`config.mk`:
```
export PLATFORM = sky130hd
export DESIGN_NAME = arbitro_rr
export DESIGN_NICKNAME = d
export VERILOG_FILES = /design/src/rtl/arbitro_rr.sv
export SDC_FILE = /design/constraint.sdc
export NUM_CORES = 1
export LEC_CHECK = 0
export BUFFER_PORTS_ARGS = -buffer_cell sky130_fd_sc_hd__buf_2
export CORE_UTILIZATION = 53
export DETAILED_ROUTE_END_ITERATION = 10
export PLACE_DENSITY = 0.85
export SLEW_MARGIN = 0
export SYNTH_ARGS = -nofsm -noshare
export SYNTH_HDL_FRONTEND = slang
export SYNTH_SLANG_ARGS = --single-unit
```
`constraint.sdc`:
```
create_clock -name clock -period 2.75 [get_ports clock]
set_input_delay 0.55 -clock clock [delete_from_list [all_inputs] [get_ports clock]]
set_output_delay 0.55 -clock clock [all_outputs]
set_load 0.01 [all_outputs]
```
`src/rtl/arbitro_rr.sv`:
```
// Round-robin arbiter with bounded grant tenure: an owner keeps gnt while requesting,
// up to MAX_HOLD cycles, then the grant rotates to the next pending requester without a gap.
module arbitro_rr #(
    parameter int N        = 4,
    parameter int MAX_HOLD = 8,
    parameter int ID_W     = 2
) (
    input  logic            clock,
    input  logic            reset,
    input  logic [N-1:0]    req,
    output logic [N-1:0]    gnt,
    output logic [ID_W-1:0] gnt_id,
    output logic            busy
);

    localparam int CNT_W = (MAX_HOLD > 1) ? $clog2(MAX_HOLD) : 1;
    localparam logic [CNT_W-1:0] CNT_LAST = CNT_W'(MAX_HOLD - 1);

    localparam logic [0:0] ST_IDLE  = 1'b0;
    localparam logic [0:0] ST_GRANT = 1'b1;

    logic [0:0]      state_reg, state_next;
    logic [ID_W-1:0] ptr_reg, ptr_next;
    logic [CNT_W-1:0] cnt_reg, cnt_next;
    logic [N-1:0]    gnt_reg, gnt_next;
    logic [ID_W-1:0] gnt_id_reg, gnt_id_next;
    logic            busy_reg, busy_next;

    logic            active_next;
    logic            mask_en;
    logic [ID_W-1:0] owner_inc;
    logic [ID_W-1:0] search_base;
    logic            owner_req;
    logic            release_now;

    logic [N-1:0]    cand;
    logic [2*N-1:0]  cand_dbl;
    logic [N-1:0]    rot;
    logic [N:0]      seen;
    logic [N-1:0]    first;
    logic [ID_W-1:0] idx_or [N+1];
    logic            win_found;
    logic [ID_W-1:0] win_idx;
    logic [N-1:0]    gnt_dec;

    assign owner_inc   = (gnt_id_reg == ID_W'(N - 1)) ? '0 : gnt_id_reg + ID_W'(1);
    assign owner_req   = |(req & gnt_reg);
    assign release_now = !owner_req || (cnt_reg == CNT_LAST);
    assign mask_en     = (state_reg == ST_GRANT);
    // While granting, the search always starts just past the owner and skips the owner itself.
    assign search_base = mask_en ? owner_inc : ptr_reg;

    // Rotate candidates so position 0 is the search start, then pick the lowest set bit.
    assign cand_dbl = {cand, cand} >> search_base;
    assign rot      = cand_dbl[N-1:0];
    assign seen[0]  = 1'b0;
    assign idx_or[0] = '0;

    generate
        for (genvar gi = 0; gi < N; gi++) begin : g_search
            logic [ID_W:0] sum;
            logic [ID_W:0] wrapped;

            assign cand[gi]  = req[gi] & ~(mask_en & (gnt_id_reg == ID_W'(gi)));
            assign seen[gi+1] = seen[gi] | rot[gi];
            assign first[gi] = rot[gi] & ~seen[gi];
            assign sum       = {1'b0, search_base} + (ID_W+1)'(gi);
            assign wrapped   = (sum >= (ID_W+1)'(N)) ? sum - (ID_W+1)'(N) : sum;
            assign idx_or[gi+1] = idx_or[gi] | (first[gi] ? wrapped[ID_W-1:0] : '0);
            assign gnt_dec[gi] = (gnt_id_next == ID_W'(gi));
        end
    endgenerate

    assign win_found = seen[N];
    assign win_idx   = idx_or[N];

    always_comb begin
        state_next  = state_reg;
        ptr_next    = ptr_reg;
        cnt_next    = cnt_reg;
        gnt_id_next = gnt_id_reg;
        active_next = 1'b0;

        case (state_reg)
            ST_IDLE: begin
                if (win_found) begin
                    state_next  = ST_GRANT;
                    gnt_id_next = win_idx;
                    cnt_next    = '0;
                    active_next = 1'b1;
                end
            end
            default: begin
                if (!release_now) begin
                    cnt_next    = cnt_reg + CNT_W'(1);
                    active_next = 1'b1;
                end else begin
                    ptr_next = owner_inc;
                    if (win_found) begin
                        gnt_id_next = win_idx;
                        cnt_next    = '0;
                        active_next = 1'b1;
                    end else if (owner_req) begin
                        // Timed out with nobody else waiting: restart tenure without dropping gnt.
                        cnt_next    = '0;
                        active_next = 1'b1;
                    end else begin
                        state_next = ST_IDLE;
                    end
                end
            end
        endcase

        gnt_next  = active_next ? gnt_dec : '0;
        busy_next = active_next;
    end

    always_ff @(posedge clock) begin
        if (reset) begin
            state_reg  <= ST_IDLE;
            ptr_reg    <= '0;
            cnt_reg    <= '0;
            gnt_reg    <= '0;
            gnt_id_reg <= '0;
            busy_reg   <= 1'b0;
        end else begin
            state_reg  <= state_next;
            ptr_reg    <= ptr_next;
            cnt_reg    <= cnt_next;
            gnt_reg    <= gnt_next;
            gnt_id_reg <= gnt_id_next;
            busy_reg   <= busy_next;
        end
    end

    assign gnt    = gnt_reg;
    assign gnt_id = gnt_id_reg;
    assign busy   = busy_reg;

endmodule

```
==> flow_metrics.env, run 1 <==
export IMPL_status="completed"
export IMPL_cts_buffers=3
export IMPL_die_h_um=40.8
export IMPL_viasPerCell=6.09
export IMPL_syn_to_final_growth_pct=11.6
export IMPL_vdd_drop_max_uv=469
export IMPL_postSynthAreaPerCell_um2=8.30
export IMPL_finalSetupTns_ps=0
export IMPL_crit_type="reg -> reg"
export IMPL_syn_inst=96
export IMPL_p_leak_nw=0.403
export IMPL_yosysMostFrequentCell="dfxtp_1"
export IMPL_end_kind="flop"
export IMPL_place_gp_congestion=0.867
export IMPL_cts_resized=0
export IMPL_crit_required_ps=2950
export IMPL_critical_path_max_fanout=7
export IMPL_cts_hold_fix_buffers=0
export IMPL_finalCriticalPeriod_ps=2360
export IMPL_synthTopCellsByCount="dfxtp_1 (12), nand2_1 (11), nor2_1 (11), ha_1 (6), inv_1 (6)"
export IMPL_place_ws_ps=436
export IMPL_yosys_warnings=0
export IMPL_synth_distinct_cells=40
export IMPL_finalMaxSlewViolations=0
export IMPL_wire_per_inst_um=15.3
export IMPL_cts_root_buf="clkbuf_4"
export IMPL_crit_arrival_ps=2570
export IMPL_rsz0062_at_grt="no"
export IMPL_hold_violations=0
export IMPL_ant_nets=0
export IMPL_wirelength_um=1900
export IMPL_htree_levels=1
export IMPL_ff2ff_path_depth=8
export IMPL_num_rows=13
export IMPL_yosysTopAreaCell="dfxtp_1"
export IMPL_num_antenna_cells=0
export IMPL_start_util_pct=59.0
export IMPL_drive_gt1_share_pct=18.3
export IMPL_fin_skew_ps=9.53
export IMPL_grtUsageTotal_pct=26.4
export IMPL_mappedNetlistArea_um2=797
export IMPL_startpoint_type="flop"
export IMPL_worst_pin_slew_ps=603
export IMPL_async_flop_share_pct=0
export IMPL_hold_path_class="reg -> reg"
export IMPL_first_iter_violations=17
export IMPL_cp_slowest_cell="dfxtp_1"
export IMPL_slowest_delay_ps=430
export IMPL_power_density_nw_per_um2=774
export IMPL_timing_final_crit_share_pct=85.8
export IMPL_dieArea_um2=1660
export IMPL_setup_ws_ps=389
export IMPL_io_pins=13
export IMPL_ys_flop_type="dfxtp_1"
export IMPL_dp_hpwl_um=1460
export IMPL_cts_tree="yes"
export IMPL_insertion_delay_ps=280
export IMPL_fp_dieW_um=40.8
export IMPL_antenna_found_initial=0
export IMPL_worstHoldPathCells=2
export IMPL_firstDrtPassIters=4
export IMPL_largest_register_ffs=4
export IMPL_setup_violations=0
export IMPL_max_clock_path_buffers=2
export IMPL_grt_pass1_wl_um=2830
export IMPL_vias=755
export IMPL_fillerInstances=113
export IMPL_nNetsFinal=122
export IMPL_clk_pin_slew_ps=80
export IMPL_max_slew_margin_pct=59.8
export IMPL_cts_setup_buffers=0
export IMPL_coreArea_um2=1350
export IMPL_grt_max_degree=22
export IMPL_ys_seq_elements=12
export IMPL_utilization_pct=65.9
export IMPL_overflow=0
export IMPL_synth_seq_area_share_pct=30.1
export IMPL_grt_pass1_vias=655
export IMPL_cts_sinks=12
export IMPL_synthTopCellsByArea="dfxtp_1 (30%), ha_1 (9.4%), nand2_1 (5.2%)"
export IMPL_drv_cap=0
export IMPL_synth_top_cell_area_share_pct=30.1
export IMPL_path_cells="inv_1 -> ha_1 -> nor3b_1 -> o21a_1 -> o21ai_1 -> a221o_1 -> mux2_4 -> nor3_1"
export IMPL_max_freq_ghz=0.424
export IMPL_drc=0
export IMPL_synth_edf_count=0
export IMPL_synth_nets=108
export IMPL_portBuffers=12
report_power, final:
| part | internal (mW) | total, mW | leakage [nW] | switching [mW] |
|---|---|---|---|---|
| sequential | 0.207 | 0.245 | 0.0985 | 0.0375 |
| clock | 0.0806 | 0.141 | 0.0210 | 0.0606 |
| combinational | 0.134 | 0.303 | 0.284 | 0.168 |
| total | 0.423 | 0.689 | 0.403 | 0.266 |
stage by stage:
step	cell area [um2]	total power, mW	std cells	hold WS [ps]
final	890	0.689	124	492
after global routing	890	0.733	124	524
after CTS	890	0.687	124	498
after detailed placement	853	0.544	120	488
after global placement	853	0.532	120	470
after floorplan	797	0.464	96	454
logic make-up (layout without fill, tap and decap cells):
kind of cell    after synthesis  after routing  synth area share [%]
fa+ha+maj                     6              6                  9.42
simple gates                 40             40                  25.7
mux                           3              3                  4.40
compound gates               26             26                  24.6
flops                        12             12                  30.1
buf+inv                       9             22                  5.65
cell usage in the layout, fill, tap and decap left out, drive strengths merged, types with 2 or more instances in the layout:
cell and n:
a21oi 3, a22oi 2, a31oi 2, buf 12
clkbuf 4, dfxtp 12, ha 6, inv 6
mux2i 2, nand2 11, nand2b 4, nor2 11
nor3b 5, o211ai 2, o21a 2, o21ai 2
o21bai 2, o22ai 2
worst max-delay path, delay by kind of cell (launching register included):
| family | cells | cell delay [ps] |
|---|---|---|
| AOI/OAI and AO/OA | 3 | 580 |
| adders and majority gates | 1 | 390 |
| buffers and inverters | 1 | 130 |
| DFF | 1 | 430 |
| muxes | 1 | 300 |
| and+or+nand+nor | 2 | 450 |
layer usage:
layer  vias to the layer above  GRT usage, %  part of all wire (%)
met3                         4          3.26                   4.8
met5                         -             0                     0
li1                        375             -                     -
met4                         0          12.5                   2.2
met1                       348          33.9                    45
met2                        28          43.4                    48
worst paths after layout:
path,startpoint,endpoint,slack [ps]
max reg2reg,gnt_id[0],gnt[3],390
min reg2reg,ptr_reg[0],ptr_reg[0],490
min,ptr_reg[0],ptr_reg[0],490
max,gnt_id[0],gnt[3],390
final cells by class:
cell class / instances / area (um2) / area share (%)
multi-input combinational: 75 / 512 / 57.5
sequential: 12 / 240 / 27.0
timing repair buffer: 12 / 60.1 / 6.75
clock buffer: 4 / 36.3 / 4.08
inverter: 6 / 22.5 / 2.53
tap: 15 / 18.8 / 2.11
(Power assumes the default switching activity.)
==> run 2: changes to the inputs <==
Settings changed: REMOVE_ABC_BUFFERS set to 1.
==> run 2 against run 1 <==
Against the previous run: critical path depth did not move; cell area did not move; count of clock-buffer cells in the layout did not move; setup slack improved by 9.8 ps; non-clock buffer count did not move; hold slack improved by 7.2 ps; register-to-register slack barely moved; via count fell by 2.6%; critical endpoint unchanged; largest power group unchanged; highest routed layer is now met3.
==> flow_metrics.env, run 2 (same netlist as run 1, synthesis figures left out) <==
export IMPL_finalMaxSlewViolations=0
export IMPL_dp_hpwl_um=1380
export IMPL_cts_resized=0
export IMPL_status="completed"
export IMPL_num_antenna_cells=0
export IMPL_drc=0
export IMPL_grt_pass1_wl_um=2630
export IMPL_cts_tree="yes"
export IMPL_cts_sinks=12
export IMPL_clk_pin_slew_ps=70
export IMPL_max_clock_path_buffers=2
export IMPL_fp_dieW_um=40.8
export IMPL_first_iter_violations=28
export IMPL_hold_violations=0
export IMPL_num_rows=13
export IMPL_place_gp_congestion=0.828
export IMPL_rsz0062_at_grt="no"
export IMPL_worst_pin_slew_ps=626
export IMPL_cts_hold_fix_buffers=0
export IMPL_timing_final_crit_share_pct=85.5
export IMPL_crit_arrival_ps=2530
export IMPL_coreArea_um2=1350
export IMPL_setup_violations=0
export IMPL_finalSetupTns_ps=0
export IMPL_wire_per_inst_um=14.4
export IMPL_multi_input_area_um2=512
export IMPL_crit_required_ps=2930
export IMPL_htree_levels=1
export IMPL_register_area_um2=240
export IMPL_critical_path_max_fanout=7
export IMPL_start_util_pct=59.0
export IMPL_ant_nets=0
export IMPL_nNetsFinal=122
export IMPL_largest_register_ffs=4
export IMPL_grtUsageTotal_pct=24.6
export IMPL_max_freq_ghz=0.425
export IMPL_antenna_found_initial=0
export IMPL_vias=735
export IMPL_cts_root_buf="clkbuf_4"
export IMPL_drive_gt1_share_pct=18.3
export IMPL_startpoint_type="flop"
export IMPL_insertion_delay_ps=270
export IMPL_hold_path_class="reg -> reg"
export IMPL_p_leak_nw=0.403
export IMPL_cts_buffers=3
export IMPL_cts_setup_buffers=0
export IMPL_power_mw=0.681
export IMPL_viasPerCell=5.93
export IMPL_drv_cap=0
export IMPL_end_kind="flop"
export IMPL_syn_to_final_growth_pct=11.6
export IMPL_max_slew_margin_pct=58.2
export IMPL_vdd_drop_max_uv=478
export IMPL_die_h_um=40.8
export IMPL_wirelength_um=1780
export IMPL_finalCriticalPeriod_ps=2350
export IMPL_power_density_nw_per_um2=766
export IMPL_grt_pass1_vias=628
export IMPL_fin_skew_ps=1.60
export IMPL_layout_common_cells="dfxtp_1 (12), buf_2 (12), nor2_1 (11), nand2_1 (11)"
export IMPL_firstDrtPassIters=4
export IMPL_fillerInstances=120
export IMPL_grt_max_degree=22
export IMPL_dieArea_um2=1660
export IMPL_portBuffers=12
export IMPL_overflow=0
export IMPL_io_pins=13
export IMPL_crit_type="reg -> reg"
## run 2: cell counts in the layout (fill, tap and decap cells not counted)
Identical to the previous run, type by type.
## run 2: worst paths after layout
path / cells past startpoint / endpoint / slack (ps) / start
max: 8 / gnt[3] / 400 / gnt_id[0]
max reg2reg: 8 / gnt[3] / 400 / gnt_id[0]
min: 2 / ptr_reg[0] / 500 / ptr_reg[0]
min reg2reg: 2 / ptr_reg[0] / 500 / ptr_reg[0]
## run 2: metrics by stage
stage                     setup slack, ps  area (um2)  hold slack, ps  cells  util (%)
after floorplan                       608         774             448     93         -
after global placement                554         853             472    120      63.2
after detailed placement              438         853             490    120      63.2
after CTS                             423         890             500    124      65.9
after global routing                  264         890             525    124      65.9
final                                 399         890             499    124      65.9
## run 2: metal layers
metal,vias to the layer above,GRT usage (%),wire length (um)
met1,338,28.7,824
met4,0,5.83,0
met3,0,9.78,99
li1,373,-,-
met5,-,0,0
met2,24,41.4,857
## run 2: cell type report
| class | instances | share of cell area, % |
|---|---|---|
| clock buffer | 4 | 4.08 |
| inverter | 6 | 2.53 |
| multi-input combinational | 75 | 57.5 |
| sequential | 12 | 27.0 |
| tap | 15 | 2.11 |
| timing repair buffer | 12 | 6.75 |
## run 2: power breakdown
group	internal (mW)	switching [mW]	leakage, nW
registers	0.207	0.0383	0.0985
clock network	0.0804	0.0557	0.0210
logic	0.135	0.165	0.284
total	0.422	0.259	0.403
## run 2: critical path: stages (launching register included)
cell and delay [ps]:
dfxtp_1 430, inv_1 130, ha_1 390, nor3b_1 230, o21a_1 150, o21ai_1 70, a221o_1 320, mux2_4 310
nor3_1 230
